File: config.mk
export PLATFORM = sky130hd
export DESIGN_NAME = noc_rsp_deframer
export DESIGN_NICKNAME = d
export VERILOG_FILES = /design/src/rtl/noc_pkg.sv /design/src/rtl/noc_sync_fifo.sv /design/src/rtl/noc_rsp_deframer.sv
export SDC_FILE = /design/constraint.sdc
export NUM_CORES = 1
export LEC_CHECK = 0
export ABC_CLOCK_PERIOD_IN_PS = 4500
export CAP_MARGIN = 20
export CORE_AREA = 2 2 166 135
export DETAILED_ROUTE_END_ITERATION = 10
export DIE_AREA = 0 0 168 137
export PLACE_DENSITY_LB_ADDON = 0.08
export SLEW_MARGIN = 20
export SYNTH_ARGS = -nofsm -noshare
export SYNTH_HDL_FRONTEND = slang
export SYNTH_SLANG_ARGS = --single-unit
File: constraint.sdc
create_clock -name clk -period 4.5 [get_ports clk]
set_clock_uncertainty 0.2 [all_clocks]
set_input_delay 0.45 -clock clk [delete_from_list [all_inputs] [get_ports clk]]
set_output_delay 0.45 -clock clk [all_outputs]
set_load 0.05 [all_outputs]
File: src/rtl/noc_pkg.sv
// noc_pkg: shared types and constants for the NoC response deframer.
//   - state_e : deframer FSM states
//   - err_e   : descriptor error codes; numeric order equals priority
//   - desc_t  : packed descriptor record {cmd, src, len, err} (24 bits)
//   - sat_inc : 8-bit saturating increment used by the drop counter
package noc_pkg;

   localparam int BYTE_W = 8;
   localparam int LEN_W  = 6;
   localparam int PL_W   = BYTE_W + 1;            // {last, data}
   localparam int DESC_W = 2 * BYTE_W + LEN_W + 2; // {cmd, src, len, err}

   localparam logic [BYTE_W-1:0] NOP     = 8'h00;
   localparam logic [LEN_W-1:0]  MAX_LEN = 6'd63;

   typedef enum logic [1:0] {
      ST_IDLE = 2'd0,
      ST_SRC  = 2'd1,
      ST_DATA = 2'd2,
      ST_DROP = 2'd3
   } state_e;

   // Encoded so that a larger value always wins: OVF > LONG > TRUNC > OK.
   typedef enum logic [1:0] {
      ERR_OK    = 2'd0,
      ERR_TRUNC = 2'd1,
      ERR_LONG  = 2'd2,
      ERR_OVF   = 2'd3
   } err_e;

   typedef struct packed {
      logic [BYTE_W-1:0] cmd;
      logic [BYTE_W-1:0] src;
      logic [LEN_W-1:0]  len;
      err_e              err;
   } desc_t;

   function automatic logic [BYTE_W-1:0] sat_inc(input logic [BYTE_W-1:0] v);
      return (v == 8'hFF) ? v : v + 8'd1;
   endfunction

endpackage

File: src/rtl/noc_sync_fifo.sv
// noc_sync_fifo: single-clock show-ahead FIFO.
//   clk, reset      : clock, synchronous active-high reset (empties the FIFO)
//   push, push_data : write request; accepted when not full, or when full and
//                     a pop is accepted in the same cycle
//   pop             : read request; ignored when empty
//   pop_data        : head entry, forced to zero while empty
//   empty, full     : occupancy flags
//   almost_full     : at most one free entry remains
module noc_sync_fifo #(
   parameter int WIDTH = 8,
   parameter int DEPTH = 4
) (
   input  logic             clk,
   input  logic             reset,
   input  logic             push,
   input  logic [WIDTH-1:0] push_data,
   input  logic             pop,
   output logic [WIDTH-1:0] pop_data,
   output logic             empty,
   output logic             full,
   output logic             almost_full
);

   localparam int AW = $clog2(DEPTH);
   localparam logic [AW:0] FULL_CNT  = (AW+1)'(DEPTH);
   localparam logic [AW:0] AFULL_CNT = (AW+1)'(DEPTH - 1);

   logic [WIDTH-1:0] mem_q [DEPTH];
   logic [AW-1:0]    wr_ptr_q, wr_ptr_d;
   logic [AW-1:0]    rd_ptr_q, rd_ptr_d;
   logic [AW:0]      count_q, count_d;
   logic             do_push, do_pop;

   assign empty       = (count_q == '0);
   assign full        = (count_q == FULL_CNT);
   assign almost_full = (count_q >= AFULL_CNT);

   assign do_pop  = pop && !empty;
   assign do_push = push && (!full || do_pop);

   // Gated so that an empty FIFO presents all-zero outputs.
   assign pop_data = empty ? '0 : mem_q[rd_ptr_q];

   always_comb begin
      wr_ptr_d = wr_ptr_q;
      rd_ptr_d = rd_ptr_q;
      count_d  = count_q;
      if (do_push) wr_ptr_d = wr_ptr_q + 1'b1;
      if (do_pop)  rd_ptr_d = rd_ptr_q + 1'b1;
      if (do_push && !do_pop)      count_d = count_q + 1'b1;
      else if (!do_push && do_pop) count_d = count_q - 1'b1;
   end

   always_ff @(posedge clk) begin
      if (reset) begin
         wr_ptr_q <= '0;
         rd_ptr_q <= '0;
         count_q  <= '0;
      end else begin
         wr_ptr_q <= wr_ptr_d;
         rd_ptr_q <= rd_ptr_d;
         count_q  <= count_d;
      end
   end

   always_ff @(posedge clk) begin
      if (do_push) mem_q[wr_ptr_q] <= push_data;
   end

endmodule

File: src/rtl/noc_rsp_deframer.sv
// noc_rsp_deframer: splits a switch response byte stream into a payload
// stream and a per-packet descriptor stream.
//   clk, reset          : clock, synchronous active-high reset
//   noc_from_dev_ctl    : 1 = header/terminator/NOP byte, 0 = src/payload byte
//   noc_from_dev_data   : stream byte (no backpressure, sampled every cycle)
//   pl_valid/pl_ready   : payload handshake; pl_data, pl_last describe the byte
//   desc_valid/desc_ready : descriptor handshake; desc_cmd/src/len/err
//   drop_cnt            : saturating count of discarded bytes/packets
//
// Handshake: an output transfer happens on a rising edge where valid and ready
// are both high; while valid is high and ready low, the data outputs hold.
//
// Payload bytes pass through a one-entry staging register so the last byte of
// a packet can be tagged when the terminator arrives. A final byte that cannot
// enter a full payload FIFO stays in staging (marked last) and drains as soon
// as space appears; later bytes can only reach the FIFO through staging, so
// ordering is preserved.
module noc_rsp_deframer
   import noc_pkg::*;
#(
   parameter int PL_DEPTH   = 16,
   parameter int DESC_DEPTH = 4
) (
   input  logic              clk,
   input  logic              reset,
   input  logic              noc_from_dev_ctl,
   input  logic [BYTE_W-1:0] noc_from_dev_data,
   output logic              pl_valid,
   output logic [BYTE_W-1:0] pl_data,
   output logic              pl_last,
   input  logic              pl_ready,
   output logic              desc_valid,
   output logic [BYTE_W-1:0] desc_cmd,
   output logic [BYTE_W-1:0] desc_src,
   output logic [LEN_W-1:0]  desc_len,
   output logic [1:0]        desc_err,
   input  logic              desc_ready,
   output logic [BYTE_W-1:0] drop_cnt
);

   state_e            state_q, state_d;
   logic [BYTE_W-1:0] cmd_q, cmd_d;
   logic [BYTE_W-1:0] src_q, src_d;
   logic [LEN_W-1:0]  len_q, len_d;
   err_e              err_q, err_d;
   logic              stg_valid_q, stg_valid_d;
   logic              stg_last_q, stg_last_d;
   logic [BYTE_W-1:0] stg_data_q, stg_data_d;
   logic [BYTE_W-1:0] drop_cnt_q, drop_cnt_d;

   logic              pl_push, pl_pop, pl_empty, pl_full, pl_afull, pl_space;
   logic [PL_W-1:0]   pl_push_data, pl_pop_data;
   logic              desc_push, desc_pop, desc_empty, desc_full, desc_afull;
   desc_t             desc_push_data, desc_pop_data;
   logic              reenter;
   logic              header_ok;

   assign pl_pop   = pl_valid && pl_ready;
   assign pl_space = !pl_full || pl_pop;
   assign desc_pop = desc_valid && desc_ready;

   always_comb begin
      state_d        = state_q;
      cmd_d          = cmd_q;
      src_d          = src_q;
      len_d          = len_q;
      err_d          = err_q;
      stg_valid_d    = stg_valid_q;
      stg_last_d     = stg_last_q;
      stg_data_d     = stg_data_q;
      drop_cnt_d     = drop_cnt_q;
      pl_push        = 1'b0;
      pl_push_data   = '0;
      desc_push      = 1'b0;
      desc_push_data = '0;
      reenter        = 1'b0;
      header_ok      = 1'b0;

      // Drain a closed packet's final byte left behind by a full FIFO.
      if (stg_valid_q && stg_last_q && pl_space) begin
         pl_push      = 1'b1;
         pl_push_data = {1'b1, stg_data_q};
         stg_valid_d  = 1'b0;
         stg_last_d   = 1'b0;
      end

      case (state_q)
         ST_SRC: begin
            if (noc_from_dev_ctl) begin
               desc_push      = 1'b1;
               desc_push_data = '{cmd: cmd_q, src: 8'h00, len: '0, err: ERR_TRUNC};
               reenter        = 1'b1;
            end else begin
               src_d   = noc_from_dev_data;
               state_d = ST_DATA;
            end
         end

         ST_DATA: begin
            if (!noc_from_dev_ctl) begin
               if (len_q == MAX_LEN) begin
                  if (err_q < ERR_LONG) err_d = ERR_LONG;
               end else if (!stg_valid_d) begin
                  stg_valid_d = 1'b1;
                  stg_last_d  = 1'b0;
                  stg_data_d  = noc_from_dev_data;
                  len_d       = len_q + 6'd1;
               end else if (pl_space) begin
                  // Staging holds a mid-packet byte: it moves on, new one enters.
                  pl_push      = 1'b1;
                  pl_push_data = {1'b0, stg_data_d};
                  stg_data_d   = noc_from_dev_data;
                  stg_last_d   = 1'b0;
                  len_d        = len_q + 6'd1;
               end else begin
                  err_d      = ERR_OVF;
                  drop_cnt_d = sat_inc(drop_cnt_q);
               end
            end else begin
               if (stg_valid_d && !stg_last_d) begin
                  if (pl_space) begin
                     pl_push      = 1'b1;
                     pl_push_data = {1'b1, stg_data_d};
                     stg_valid_d  = 1'b0;
                  end else begin
                     stg_last_d = 1'b1;
                  end
               end
               desc_push      = 1'b1;
               desc_push_data = '{cmd: cmd_q, src: src_q, len: len_q, err: err_q};
               reenter        = 1'b1;
            end
         end

         ST_DROP: begin
            if (noc_from_dev_ctl) reenter = 1'b1;
         end

         default: ;
      endcase

      // IDLE handling, also applied to the closing byte of SRC/DATA/DROP so a
      // terminator that is itself a header starts the next packet at once.
      if (state_q == ST_IDLE || reenter) begin
         // A descriptor pushed this cycle consumes a slot before the new header.
         header_ok = desc_push ? !desc_afull : !desc_full;
         if (noc_from_dev_ctl) begin
            if (noc_from_dev_data == NOP) begin
               state_d = ST_IDLE;
            end else if (header_ok) begin
               cmd_d   = noc_from_dev_data;
               src_d   = 8'h00;
               len_d   = '0;
               err_d   = ERR_OK;
               state_d = ST_SRC;
            end else begin
               drop_cnt_d = sat_inc(drop_cnt_q);
               state_d    = ST_DROP;
            end
         end else begin
            drop_cnt_d = sat_inc(drop_cnt_q);
            state_d    = ST_IDLE;
         end
      end
   end

   always_ff @(posedge clk) begin
      if (reset) begin
         state_q     <= ST_IDLE;
         cmd_q       <= '0;
         src_q       <= '0;
         len_q       <= '0;
         err_q       <= ERR_OK;
         stg_valid_q <= 1'b0;
         stg_last_q  <= 1'b0;
         stg_data_q  <= '0;
         drop_cnt_q  <= '0;
      end else begin
         state_q     <= state_d;
         cmd_q       <= cmd_d;
         src_q       <= src_d;
         len_q       <= len_d;
         err_q       <= err_d;
         stg_valid_q <= stg_valid_d;
         stg_last_q  <= stg_last_d;
         stg_data_q  <= stg_data_d;
         drop_cnt_q  <= drop_cnt_d;
      end
   end

   noc_sync_fifo #(.WIDTH(PL_W), .DEPTH(PL_DEPTH)) u_pl_fifo (
      .clk         (clk),
      .reset       (reset),
      .push        (pl_push),
      .push_data   (pl_push_data),
      .pop         (pl_pop),
      .pop_data    (pl_pop_data),
      .empty       (pl_empty),
      .full        (pl_full),
      .almost_full (pl_afull)
   );

   noc_sync_fifo #(.WIDTH(DESC_W), .DEPTH(DESC_DEPTH)) u_desc_fifo (
      .clk         (clk),
      .reset       (reset),
      .push        (desc_push),
      .push_data   (desc_push_data),
      .pop         (desc_pop),
      .pop_data    (desc_pop_data),
      .empty       (desc_empty),
      .full        (desc_full),
      .almost_full (desc_afull)
   );

   assign pl_valid   = !pl_empty;
   assign pl_last    = pl_pop_data[PL_W-1];
   assign pl_data    = pl_pop_data[BYTE_W-1:0];
   assign desc_valid = !desc_empty;
   assign desc_cmd   = desc_pop_data.cmd;
   assign desc_src   = desc_pop_data.src;
   assign desc_len   = desc_pop_data.len;
   assign desc_err   = desc_pop_data.err;
   assign drop_cnt   = drop_cnt_q;

   // Almost-full of the payload FIFO is not needed by the control logic.
   logic unused_pl_afull;
   assign unused_pl_afull = pl_afull;

endmodule

### Word-level counts from Yosys, hierarchy flattened

Memory sizes are Yosys's and may differ from the RTL's. A register that Yosys moved wholly into a read port is not among the register bits.
Index checks and enable logic that the tools add are counted.

| word-level totals | value |
|---|---|
| flip-flop bits (word level) | 64 |
| RAM bits | 240 |
| input bits | 13 |
| output and inout port bits | 43 |
| logic and storage cells | 173 |
| memories kept | 2 |

Memories:

| name | depth | bits a word | read ports | clocked after memory_dff | wr ports | RTL line | text |
|---|---|---|---|---|---|---|---|
| u_pl_fifo.mem_q | 16 | 9 | 1 | 1 | 1 | noc_sync_fifo.sv:28 | `logic [WIDTH-1:0] mem_q [DEPTH];` |
| u_desc_fifo.mem_q | 4 | 24 | 1 | 1 | 1 | noc_sync_fifo.sv:28 |  |

| operators by class | value |
|---|---|
| $add $sub $neg | 10 |
| magnitude comparators | 2 |
| equality and inequality tests | 9 |
| muxes and demuxes | 93 |
| bitwise gates (word level) | 3 |
| reductions and logical operators | 39 |

Operators with widths:

| operator | number |
|---|---|
| $mux 8 | 18 |
| $mux 9 | 9 |
| $mux 24 | 3 |
| $mux 6 | 9 |
| $pmux 24 s2 | 1 |
| $mux 2 | 18 |
| $mux 1 | 29 |
| $logic_and 1x1->1 | 13 |
| $logic_not 1->1 | 10 |
| $mux 5 | 2 |
| $add 4x1->4 const B | 2 |
| $add 8x1->8 const B | 1 |
| $eq 8x8->1 const B | 1 |
| $logic_not 8->1 | 1 |
| $mux 4 | 2 |
| $reduce_and 4->1 | 2 |
| $add 6x1->6 const B | 1 |
| $eq 6x6->1 const B | 1 |
| $mux 3 | 2 |
| $reduce_bool 2->1 | 3 |
| $add 5x1->5 const B | 1 |
| $eq 5x5->1 const B | 1 |
| $logic_not 5->1 | 1 |
| $sub 5x1->5 const B | 1 |
| other kinds (17) | 24 |

### Logic depth before layout (Yosys ltp)

Gate-level depths: netlist (run 1).

| logic depth | value |
|---|---|
| word-level depth | 16 |
| mapped depth | 15 |
| depth with buffers taken out | 14 |

### Modules after synthesis

Synthesis (run 1) repeated with hierarchy kept, for this count alone.

| unflattened totals | value |
|---|---|
| cells, all modules | 805 |
| area, all modules | 13062.5 µm² |

Modules (own cells, without submodules):

| module | instances | cells an instance | area an instance (µm²) | seq. area each (µm²) |
|---|---|---|---|---|
| noc_sync_fifo (u_pl_fifo) | 1 | 348 | 6626.4 | 4664.5 |
| noc_sync_fifo (u_desc_fifo) | 1 | 202 | 4220.3 | 3062.9 |
| noc_rsp_deframer | 1 | 255 | 2215.9 | 880.8 |

### Worst setup path before layout (run 1)

No wires, ideal clock.

| path | value |
|---|---|
| kind | register to register |
| from | register u_pl_fifo.count_q[0] |
| to | register u_pl_fifo.count_q[4] |
| library setup time | 0.070 ns |
| data arrival time | 3.022 ns |
| required time | 4.230 ns |
| setup slack | 1.208 ns |
| cell stages (with the launch flop) | 14 |
| path buffers | 1 |
| period minus slack after synthesis | 3.292 ns |
| path through | dfxtp_1 or4_4 or3b_4 o211ai_2 inv_2 buf_6 ha_1 inv_1 ha_1 a21o_1 a21oi_1 xnor2_1 or3_1 a21oi_1 |

| on the way | value |
|---|---|
| longest elaborated chain between the ends | 15 |
| elaborated cells on any way between the ends | 30 |
| those cells by class | add/sub: 2; eq/ne: 1; mux: 11; reduce/logical: 16 |

RTL lines:

| element | RTL line | text |
|---|---|---|
| start: declaration | noc_sync_fifo.sv:31 | `logic [AW:0] count_q, count_d;` |
| start signal: assignment | noc_sync_fifo.sv:62 | `count_q <= count_d;` |
| $logic_not 5->1 | noc_sync_fifo.sv:34 | `assign empty = (count_q == '0);` |
| $logic_not 1->1 | noc_sync_fifo.sv:38, noc_rsp_deframer.sv:215 |  |
| $logic_and 1x1->1 | noc_rsp_deframer.sv:58 | `assign pl_pop = pl_valid && pl_ready;` |
| $logic_or 1x1->1 | noc_rsp_deframer.sv:59 | `assign pl_space = !pl_full \|\| pl_pop;` |
| $logic_and 1x1->1 | noc_rsp_deframer.sv:80 | `if (stg_valid_q && stg_last_q && pl_space) begin` |
| $mux 1 | noc_rsp_deframer.sv:80 |  |
| $mux 1 / $logic_not 1->1 (equally long branches) | noc_rsp_deframer.sv:108, noc_rsp_deframer.sv:121, noc_rsp_deframer.sv:120 |  |
| $mux 1 / $logic_and 1x1->1 (equally long branches) | noc_rsp_deframer.sv:103, noc_rsp_deframer.sv:120 |  |
| $mux 1 (on tied branches) | noc_rsp_deframer.sv:101, noc_rsp_deframer.sv:120 |  |
| $mux 1 | noc_rsp_deframer.sv:100 | `if (!noc_from_dev_ctl) begin` |
| $mux 1 | noc_rsp_deframer.sv:87 | `case (state_q)` |
| $logic_and 1x1->1 * | noc_sync_fifo.sv:39 | `assign do_push = push && (!full \|\| do_pop);` |
| via u_pl_fifo.do_push | noc_sync_fifo.sv:32 | `logic do_push, do_pop;` |
| $logic_not 1->1 | noc_sync_fifo.sv:51 | `else if (!do_push && do_pop) count_d = count_q - 1'b1;` |
| $logic_and 1x1->1 | noc_sync_fifo.sv:51 |  |
| $reduce_bool 2->1 (no source line) | - |  |

The timed path passes the listed nets; every way through them passes the cells marked *. The select of a mux whose other input is x is not followed.
A chain may end at the register's enable or synchronous reset.

==> results of run 1 <==
## per-stage QoR
step                instance area (um^2)  utilization, %  worst slack [ps]
global placement                   13500            63.3               742
floorplan                          12700               -              1210
detailed placement                 13500            63.3               666
CTS                                14500            68.0               540
global route                       14500            68.0               444
finish                             14500            68.0               585
## worst max-delay path by stage
stage | start | endpoint | slack, ps
global placement | noc_from_dev_ctl | u_pl_fifo.count_q[4]$_SDFFE_PP0P_ | 740
floorplan | u_pl_fifo.count_q[0]$_SDFFE_PP0P_ | u_pl_fifo.count_q[4]$_SDFFE_PP0P_ | 1210
finish | register | pl_last | 580
detailed placement | noc_from_dev_ctl | u_pl_fifo.count_q[4]$_SDFFE_PP0P_ | 670
global route | register | pl_last | 440
CTS | register | pl_data[0] | 540
## metal layers
layer	up-vias	part of all wire [%]	wire length (um)
met5	-	0	0
li1	3112	-	-
met1	3520	45	11200
met4	0	1.3	327
met3	27	6.3	1550
met2	226	47	11600
## where the power goes
| part | leakage [nW] | switching (mW) | internal [mW] |
|---|---|---|---|
| combinational | 1.57 | 1.11 | 0.723 |
| sequential | 2.72 | 0.0918 | 3.15 |
| clock | 0.495 | 1.01 | 1.46 |
## cells by family after synthesis
family | Yosys count
XOR/XNOR | 14
adder cells (fa/ha/maj) | 21
AO/OA/AOI/OAI | 68
buffers and inverters | 56
flip-flops | 310
AND/OR/NAND/NOR | 220
multiplexers | 91
## critical path, delay by kind of cell (launching register included)
kind / cells / cell delay [ps]
muxes: 2 / 1070
buffers and inverters: 2 / 990
DFF: 1 / 460
and+or+nand+nor: 1 / 190
## sequential cells by signal, indices dropped and copies added (netlist names), named ones only
name / count
len_q: 6
u_pl_fifo.mem_q: 144
src_q: 8
u_pl_fifo.count_q: 5
u_desc_fifo.wr_ptr_q: 2
u_desc_fifo.count_q: 3
state_q: 2
cmd_q: 8
stg_valid_q: 1
drop_cnt: 8
u_pl_fifo.rd_ptr_q: 4
stg_data_q: 8
u_pl_fifo.wr_ptr_q: 4
u_desc_fifo.mem_q: 96
u_desc_fifo.rd_ptr_q: 2
err_q: 2
## cell usage in the layout, fill, tap and decap left out, types with 3 or more instances in the layout
| cell | instances |
|---|---|
| sky130_fd_sc_hd__edfxtp_1 | 240 |
| sky130_fd_sc_hd__clkbuf_8 | 6 |
| sky130_fd_sc_hd__nor3_1 | 4 |
| sky130_fd_sc_hd__a21oi_1 | 33 |
| sky130_fd_sc_hd__nor2_1 | 54 |
| sky130_fd_sc_hd__o21ai_0 | 14 |
| sky130_fd_sc_hd__and2_1 | 71 |
| sky130_fd_sc_hd__clkbuf_1 | 8 |
| sky130_fd_sc_hd__a311oi_1 | 4 |
| sky130_fd_sc_hd__xnor2_1 | 5 |
| sky130_fd_sc_hd__and3_1 | 7 |
| sky130_fd_sc_hd__nand3_1 | 21 |
| sky130_fd_sc_hd__dfxtp_1 | 69 |
| sky130_fd_sc_hd__inv_1 | 16 |
| sky130_fd_sc_hd__nand2b_1 | 3 |
| sky130_fd_sc_hd__clkdlybuf4s50_1 | 54 |
| sky130_fd_sc_hd__or3_1 | 9 |
| sky130_fd_sc_hd__nor2b_1 | 4 |
| sky130_fd_sc_hd__mux2i_1 | 20 |
| sky130_fd_sc_hd__nor4b_1 | 3 |
| sky130_fd_sc_hd__nor3b_1 | 3 |
| sky130_fd_sc_hd__mux4_2 | 69 |
| sky130_fd_sc_hd__clkbuf_16 | 32 |
| sky130_fd_sc_hd__buf_4 | 18 |
| sky130_fd_sc_hd__xor2_1 | 9 |
| sky130_fd_sc_hd__clkinv_2 | 7 |
| sky130_fd_sc_hd__ha_1 | 19 |
| sky130_fd_sc_hd__nor4_1 | 3 |
| sky130_fd_sc_hd__nand2_1 | 26 |
## cell type report
| class | count | area, um^2 | area share [%] |
|---|---|---|---|
| multi-input cells | 414 | 3780 | 26.1 |
| inverters | 17 | 63.8 | 0.440 |
| clock buffers | 46 | 913 | 6.30 |
| clock inverters | 10 | 88.8 | 0.613 |
| flip-flops and latches | 310 | 8610 | 59.4 |
| well taps | 275 | 344 | 2.37 |
| repair buffers | 74 | 701 | 4.83 |
==> metrics.log, run 1 <==
INFO  metric hold_path_class = in2reg
INFO  metric crit_path_max_incr_delay = 700 ps
INFO  metric cts-root-to-sink-buffers = 3
INFO  metric synth_top_family_by_area = multiplexers
INFO  metric grt_overflow_total = 0
INFO  metric busiest_layer = met2
INFO  metric drt-wirelength-per-cell = 21.6 um
INFO  metric outcome = completed
INFO  metric synth_compound_area_share = 3.38%
INFO  metric placedCellCount = 1090
INFO  metric r2r-start = u_pl_fifo.count_q[0]$_SDFFE_PP0P_
INFO  metric post_synth_main_area_contributors = sky130_fd_sc_hd__edfxtp_1, sky130_fd_sc_hd__mux4_2, sky130_fd_sc_hd__dfxtp_1, sky130_fd_sc_hd__and2_1, sky130_fd_sc_hd__ha_1
INFO  metric critical-path-slowest-cell = sky130_fd_sc_hd__clkdlybuf4s50_1
INFO  metric first_pass_grt_wire_length = 38300 um
INFO  metric route.antenna.remaining_nets = 0
INFO  metric fin_crit_period = 3920 ps
INFO  metric syn-num-nets = 814
INFO  metric synth-seq-cells = 310
INFO  metric synthesis.area = 12700 um^2
INFO  metric synth-seq-area-share = 68.0%
INFO  metric clock_tree.root_cell = sky130_fd_sc_hd__clkbuf_16
INFO  metric p_leak = 4.79 nW
INFO  metric drt_drc_violations_left = 0
INFO  metric num-nets-final = 881
INFO  metric clkTransAtPathRegs = 60 ps
INFO  metric grt_util_met2 = 34.6%
INFO  metric fp-row-count = 48
INFO  metric yosys_warnings = 0
INFO  metric slew_at_the_pin_closest_to_its_max_slew_limit = 990 ps
INFO  metric num_vias = 6885
INFO  metric r2r_setup_slack = 820 ps
INFO  metric required = 3850 ps
INFO  metric worst_case_vdd_ir_drop = 363 uV
INFO  metric setup.worst_path.class = reg2out
INFO  metric syn_to_layout_area_delta = 14.6%
INFO  metric grt_setup_unrepaired = no
INFO  metric synthSimpleGateAreaFrac = 9.26%
INFO  metric hold_violations = 0
INFO  metric critPathArrivalTime = 3270 ps
INFO  metric postSynth.asyncResetShare = 0%
INFO  metric cp_cell_sequence = buf_12 > mux4_2 > mux4_2 > and2_1 > clkdlybuf4s50_1
INFO  metric floorplan.initialDensity = 59.4%
INFO  metric yosys.cell_count.top_type = sky130_fd_sc_hd__edfxtp_1
INFO  metric n_antenna_cell = 0
INFO  metric dr.pass1.iters = 5
INFO  metric syn_area_per_cell = 16.2 um^2
INFO  metric ctsResizeCount = 0
INFO  metric grt_pass1_vias = 6845
INFO  metric critical-path-top-cell-by-count = sky130_fd_sc_hd__mux4_2
INFO  metric fin_cells = 1146
INFO  metric pwr_density_cell = 520 nW/um^2
INFO  metric cts.repair_timing.setup_buffer_count = 0
INFO  metric syn-instance-count = 780
INFO  metric slew_violations = 0
INFO  metric yosys_most_used_dff = sky130_fd_sc_hd__edfxtp_1
INFO  metric final-setup-viol-count = 0
INFO  metric postRouteWirelength = 24700 um
INFO  metric top_area_cell_type_share_of_the_netlist_area = 57.0%
INFO  metric gpl.final_weighted_congestion = 0.844
INFO  metric routed_via_density = 6.01
INFO  metric floorplan.die.width = 168 um
INFO  metric cts_hold_fix_bufs = 0
INFO  metric antenna_found_initial = 0
INFO  metric timing.max_cap.violations = 0
INFO  metric relSlewSlack = 33.7%
INFO  metric fraction_of_layout_instances_using_a_drive_strength_above_1 = 17.5%
INFO  metric whs_path_depth = 2
INFO  metric boundaryPins = 56
INFO  metric synthXorXnorAreaFrac = 0.969%
INFO  metric timing.rr.end = u_pl_fifo.count_q[4]$_SDFFE_PP0P_
INFO  metric final.hold.worst_slack = 148 ps
INFO  metric period_utilization = 87.0%
INFO  metric worstHoldEndpoint = u_pl_fifo.rd_ptr_q[0]$_SDFFE_PP0P_
INFO  metric numCtsBuffers = 30
INFO  metric synth.cells.most_frequent = sky130_fd_sc_hd__edfxtp_1, sky130_fd_sc_hd__and2_1, sky130_fd_sc_hd__dfxtp_1
INFO  metric synth_fa_ha_area_share = 2.19%
INFO  metric synth_cell_type_count = 55
INFO  metric dieArea = 23000 um^2
INFO  metric portBuffers = 55
INFO  metric core_area = 21300 um^2
INFO  metric reg2reg_path_depth = 12
INFO  metric max_freq = 0.255 GHz
INFO  metric num-fill-cells = 1395
INFO  metric crit_path_start_kind = register
INFO  metric grt.met3_usage = 4.74%
INFO  metric pin_count_of_the_biggest_net_entering_global_routing = 37
INFO  metric crit_path_max_fanout = 31
INFO  metric cts_tree = yes
INFO  metric synth_mux_area_share = 14.0%
INFO  metric grt_usage = 22.0%
INFO  metric htree_levels = 1
INFO  metric clock_latency = 550 ps
INFO  metric design_power_total = 7.53 mW
INFO  metric worstSetupEndpointType = output port
INFO  metric groute.layer.met1.usage = 32.1%
INFO  metric cts.sink_count = 310
INFO  metric netlist.top_cell.by_area = sky130_fd_sc_hd__edfxtp_1
INFO  metric synth_edf_count = 240
INFO  metric min_from = reset
INFO  metric dp_hpwl = 15800 um
INFO  metric timing.setup.tns = 0 ps
INFO  metric die_h = 137 um
INFO  metric first_iter_violations = 588
Power figures use the tool's default switching activity.
==> run 2: changes to the inputs <==
ABC_CLOCK_PERIOD_IN_PS = not set   (was 4500)
CORE_AREA = 2 2 181 148   (was 2 2 166 135)
DIE_AREA = 0 0 183 150   (was 0 0 168 137)
==> metrics.log, run 2 (synthesis results as in run 1) <==
INFO  metric outcome = completed
INFO  metric final-setup-viol-count = 0
INFO  metric delay_heaviest_family_cp = multiplexers
INFO  metric critPathArrivalTime = 3360 ps
INFO  metric cts_tree = yes
INFO  metric clock_tree.root_cell = sky130_fd_sc_hd__clkbuf_16
INFO  metric crit_path_max_fanout = 27
INFO  metric largestRegisters = u_pl_fifo.mem_q x144, u_desc_fifo.mem_q x96
INFO  metric relSlewSlack = 31.4%
INFO  metric p_leak = 4.82 nW
INFO  metric first_pass_grt_wire_length = 39900 um
INFO  metric htree_levels = 1
INFO  metric antenna_found_initial = 0
INFO  metric pwr-share-seq = 42.2%
INFO  metric clock_power_share = 34.0%
INFO  metric fp-row-count = 53
INFO  metric drt_drc_violations_left = 0
INFO  metric critical-path-slowest-cell = sky130_fd_sc_hd__clkdlybuf4s50_1
INFO  metric layout_commonest_cell = sky130_fd_sc_hd__edfxtp_1
INFO  metric slew_violations = 0
INFO  metric dr.pass1.iters = 5
INFO  metric setup.worst_path.class = reg2out
INFO  metric dieArea = 27500 um^2
INFO  metric fraction_of_layout_instances_using_a_drive_strength_above_1 = 17.8%
INFO  metric cts_hold_fix_bufs = 0
INFO  metric pin_count_of_the_biggest_net_entering_global_routing = 37
INFO  metric cts-root-to-sink-buffers = 3
INFO  metric die_h = 150 um
INFO  metric hold_violations = 0
INFO  metric largest_register_by_flop_count = u_pl_fifo.mem_q
INFO  metric portBuffers = 55
INFO  metric clock_latency = 560 ps
INFO  metric worstPathBufferInverterCount = 2
INFO  metric cts.repair_timing.setup_buffer_count = 0
INFO  metric routed_via_density = 5.67
INFO  metric critical-path-top-cell-by-count = sky130_fd_sc_hd__mux4_2
INFO  metric crit_path_start_kind = register
INFO  metric core_area = 25700 um^2
INFO  metric required = 3850 ps
INFO  metric period_utilization = 89.1%
INFO  metric cp_cell_sequence = buf_12 > mux4_2 > mux4_2 > and2_1 > clkdlybuf4s50_1
INFO  metric floorplan.die.width = 183 um
INFO  metric gpl.final_weighted_congestion = 0.817
INFO  metric worst_case_vdd_ir_drop = 341 uV
INFO  metric drt-wirelength-per-cell = 21.2 um
INFO  metric postRouteWirelength = 25500 um
INFO  metric boundaryPins = 56
INFO  metric first_iter_violations = 509
INFO  metric hold_path_class = in2reg
INFO  metric num_vias = 6822
INFO  metric numCtsBuffers = 31
INFO  metric largest_register_ffs = 144
INFO  metric fin_crit_period = 4010 ps
INFO  metric worstSetupEndpointType = output port
INFO  metric syn_to_layout_area_delta = 15.7%
INFO  metric route.antenna.remaining_nets = 0
INFO  metric clkTransAtPathRegs = 60 ps
INFO  metric pwr_density_cell = 525 nW/um^2
INFO  metric grt_usage = 19.3%
INFO  metric timing.setup.tns = 0 ps
INFO  metric final_util = 56.9%
INFO  metric p_int = 5.43 mW
INFO  metric floorplan.initialDensity = 49.2%
INFO  metric slew_at_the_pin_closest_to_its_max_slew_limit = 1030 ps
INFO  metric ctsResizeCount = 0
INFO  metric p_comb_share = 23.8%
INFO  metric grt_pass1_vias = 7031
INFO  metric grt_setup_unrepaired = no
INFO  metric num-nets-final = 882
INFO  metric crit_path_max_incr_delay = 690 ps
INFO  metric netSwitchingPower = 2.26 mW
INFO  metric leading_cell_types_in_the_layout_fill_and_taps_excluded = sky130_fd_sc_hd__edfxtp_1, sky130_fd_sc_hd__and2_1, sky130_fd_sc_hd__mux4_2, sky130_fd_sc_hd__dfxtp_1
INFO  metric dp_hpwl = 16100 um
INFO  metric max_freq = 0.249 GHz
INFO  metric n_antenna_cell = 0
INFO  metric grt_overflow_total = 0
INFO  metric cts.sink_count = 310
INFO  metric timing.max_cap.violations = 0
INFO  metric power_switching_share = 29.4%
[run 2: cell count changes in the layout (fill, tap and decap cells not counted), sizes merged]
cell,change
inv,+2
clkinv,-2
clkbuf,+2
[run 2: power by group through the flow]
stage	combinational (mW)	sequential [mW]	clock, mW
after floorplan	1.37	3.27	0
after global placement	1.83	3.30	0
after detailed placement	1.86	3.31	0
after CTS	1.87	3.25	2.68
after global routing	1.97	3.26	2.79
final	1.83	3.25	2.61
[run 2: stage by stage]
| step | area, um^2 | setup slack [ps] | hold WS [ps] | total power [mW] | instances |
|---|---|---|---|---|---|
| after global placement | 13600 | 731 | 249 | 5.13 | 1145 |
| after detailed placement | 13600 | 596 | 252 | 5.17 | 1145 |
| final | 14600 | 491 | 101 | 7.69 | 1203 |
| after floorplan | 12700 | 1210 | 232 | 4.64 | 780 |
| after CTS | 14600 | 423 | 66.8 | 7.79 | 1203 |
| after global routing | 14600 | 320 | 85.6 | 8.03 | 1203 |
[run 2: area by class of cell]
| class | count | area, um^2 |
|---|---|---|
| clock inverters | 10 | 98.8 |
| fillers | 2008 | 11100 |
| well taps | 330 | 413 |
| clock buffers | 48 | 973 |
| flip-flops and latches | 310 | 8610 |
| inverters | 17 | 63.8 |
| repair buffers | 74 | 701 |
| multi-input cells | 414 | 3780 |
[run 2: final timing paths]
path / slack (ps) / startpoint / endpoint / depth (start not counted)
max: 490 / register / pl_data[3] / 5
min reg2reg: 260 / stg_data_q[3]$_SDFFE_PP0P_ / stg_data_q[3]$_SDFFE_PP0P_ / 2
min: 100 / reset / u_desc_fifo.wr_ptr_q[1]$_SDFFE_PP0P_ / 2
max reg2reg: 840 / u_pl_fifo.count_q[0]$_SDFFE_PP0P_ / u_pl_fifo.count_q[4]$_SDFFE_PP0P_ / 12
[run 2: routing by layer]
layer | track usage, % | vias to the layer above | part of all wire, %
met5 | 0 | - | 0
met4 | 4.28 | 0 | 1.7
met3 | 3.36 | 33 | 6.1
met2 | 30.7 | 186 | 46
met1 | 28.2 | 3488 | 46
li1 | - | 3115 | -
==> run 3: changes to the inputs <==
CORE_AREA = 2 2 173 141   (was 2 2 181 148)
DIE_AREA = 0 0 175 143   (was 0 0 183 150)
SLEW_MARGIN = 25   (was 20)
==> metrics.log, run 3 (synthesis results as in run 1) <==
INFO  metric reg2reg_path_depth = 12
INFO  metric cts.repair_timing.setup_buffer_count = 0
INFO  metric pin_count_of_the_biggest_net_entering_global_routing = 43
INFO  metric die_h = 143 um
INFO  metric portBuffers = 55
INFO  metric routed_via_density = 5.82
INFO  metric num-fill-cells = 1661
INFO  metric multi_input_area = 3800 um^2
INFO  metric pwr_density_cell = 521 nW/um^2
INFO  metric boundaryPins = 56
INFO  metric slew_violations = 0
INFO  metric routed-wl-met2 = 12100 um
INFO  metric cts_hold_fix_bufs = 0
INFO  metric antenna_found_initial = 1
INFO  metric worstSetupEndpoint = pl_data[5]
INFO  metric postRouteWirelength = 25700 um
INFO  metric crit_path_max_fanout = 36
INFO  metric drt_drc_violations_left = 0
INFO  metric floorplan.die.width = 175 um
INFO  metric fraction_of_layout_instances_using_a_drive_strength_above_1 = 16.9%
INFO  metric timing.rr.end = u_pl_fifo.count_q[4]$_SDFFE_PP0P_
INFO  metric period_utilization = 84.2%
INFO  metric detailed_place.area = 13500 um^2
INFO  metric first_pass_grt_wire_length = 40600 um
INFO  metric layout_commonest_cell = sky130_fd_sc_hd__edfxtp_1
INFO  metric final-setup-viol-count = 0
INFO  metric num-nets-final = 879
INFO  metric worst_case_vdd_ir_drop = 351 uV
INFO  metric slew_at_the_pin_closest_to_its_max_slew_limit = 888 ps
INFO  metric dr_wl_met3 = 1380 um
INFO  metric met1Wirelength = 11800 um
INFO  metric fin_crit_period = 3790 ps
INFO  metric gpl.final_weighted_congestion = 0.877
INFO  metric leading_cell_types_in_the_layout_fill_and_taps_excluded = sky130_fd_sc_hd__edfxtp_1, sky130_fd_sc_hd__and2_1, sky130_fd_sc_hd__mux4_2, sky130_fd_sc_hd__dfxtp_1, sky130_fd_sc_hd__clkdlybuf4s50_1
INFO  metric top_signal_layer_used = met4
INFO  metric setup.worst_path.class = reg2out
INFO  metric cts_tree = yes
INFO  metric hold_path_class = in2reg
INFO  metric clock_tree.root_cell = sky130_fd_sc_hd__clkbuf_16
INFO  metric area.sequential = 8610 um^2
INFO  metric required = 3850 ps
INFO  metric post-route-cell-area = 14500 um^2
INFO  metric drt-wirelength-per-cell = 21.7 um
INFO  metric critPathArrivalTime = 3140 ps
INFO  metric route.antenna.remaining_nets = 0
INFO  metric worstSetupEndpointType = output port
INFO  metric syn_to_layout_area_delta = 14.9%
INFO  metric relSlewSlack = 40.4%
INFO  metric dr.pass1.iters = 5
INFO  metric dieArea = 25000 um^2
INFO  metric core_area = 23200 um^2
INFO  metric first_iter_violations = 648
INFO  metric grt_usage = 21.4%
INFO  metric outcome = completed
INFO  metric clkTransAtPathRegs = 60 ps
INFO  metric fp-row-count = 50
INFO  metric timing.max_cap.violations = 0
INFO  metric crit_path_start_kind = register
INFO  metric dp_hpwl = 16400 um
INFO  metric grt_setup_unrepaired = no
INFO  metric largest_register_by_flop_count = u_pl_fifo.mem_q
INFO  metric max_freq = 0.264 GHz
INFO  metric r2r-start = u_pl_fifo.count_q[0]$_SDFFE_PP0P_
INFO  metric cts-root-to-sink-buffers = 3
INFO  metric clock_latency = 550 ps
INFO  metric largestRegisters = u_pl_fifo.mem_q x144, u_desc_fifo.mem_q x96
INFO  metric num_vias = 6885
INFO  metric ctsResizeCount = 0
INFO  metric r2r_setup_slack = 810 ps
INFO  metric htree_levels = 1
INFO  metric n_antenna_cell = 0
INFO  metric numCtsBuffers = 31
INFO  metric p_leak = 4.75 nW
INFO  metric grt_overflow_total = 0
INFO  metric grt_pass1_vias = 7133
INFO  metric hold_violations = 0
INFO  metric largest_register_ffs = 144
INFO  metric timing.setup.tns = 0 ps
INFO  metric cts.sink_count = 310
INFO  metric floorplan.initialDensity = 54.5%
==> run 3: cell types whose count changed in the layout (fill, tap and decap cells not counted), moves of 2 or more <==
cell / previous run / this run
sky130_fd_sc_hd__nor2_1: 54 / 52
sky130_fd_sc_hd__clkbuf_8: 7 / 2
sky130_fd_sc_hd__clkinv_1: 0 / 5
sky130_fd_sc_hd__clkbuf_1: 7 / 10
sky130_fd_sc_hd__buf_4: 18 / 15
sky130_fd_sc_hd__clkinv_2: 6 / 3
sky130_fd_sc_hd__clkbuf_16: 34 / 31
sky130_fd_sc_hd__nor2_2: 2 / 4
sky130_fd_sc_hd__bufinv_16: 1 / 3
==> run 3: how the worst min path moves through the flow <==
stage	endpoint	cells after the start	startpoint	slack (ps)
5_1_grt	register	2	reset	30
3_5_place_dp	stg_data_q[5]$_SDFFE_PP0P_	2	stg_data_q[5]$_SDFFE_PP0P_	260
6_report	u_desc_fifo.count_q[1]$_SDFFE_PP0P_	2	reset	30
2_1_floorplan	stg_data_q[0]$_SDFFE_PP0P_	2	stg_data_q[0]$_SDFFE_PP0P_	230
4_1_cts	register	2	reset	10
3_3_place_gp	stg_data_q[1]$_SDFFE_PP0P_	2	stg_data_q[1]$_SDFFE_PP0P_	250
==> run 3: worst max-delay path, cell delays in order, from the launching register on <==
cell and delay [ps]:
sky130_fd_sc_hd__dfxtp_2 340, sky130_fd_sc_hd__buf_12 280, sky130_fd_sc_hd__mux4_2 570, sky130_fd_sc_hd__mux4_2 490, sky130_fd_sc_hd__and2_1 190, sky130_fd_sc_hd__clkdlybuf4s50_1 710
==> run 3: metrics by stage <==
stage          util (%)  power, mW  std cells  setup slack (ps)  hold slack (ps)
2_1_floorplan         -       4.64        780              1210              232
3_3_place_gp       58.3       5.11       1124               679              252
3_5_place_dp       58.3       5.15       1124               554              255
4_1_cts            62.6       7.66       1182               654             14.4
5_1_grt            62.6       7.88       1182               583             26.5
6_report           62.6       7.58       1182               709             29.3
==> run 3: metal layers <==
metal,global-route usage [%],up-vias
met3,3.33,34
met2,34.7,195
li1,-,3108
met1,31.0,3548
met5,0,-
met4,4.87,0
==> run 3: area by class of cell <==
class	count	area share, %
sequential	310	59.2
multi-input combinational	414	26.1
clock buffer	43	5.78
timing repair buffer	71	4.67
tap	312	2.69
clock inverter	15	1.08
inverter	17	0.439
==> run 3: where the power goes <==
part / switching [mW] / total (mW) / internal, mW
Sequential: 0.0747 / 3.22 / 3.15
Combinational: 1.12 / 1.84 / 0.724
Clock: 1.04 / 2.51 / 1.47
Total: 2.23 / 7.58 / 5.35
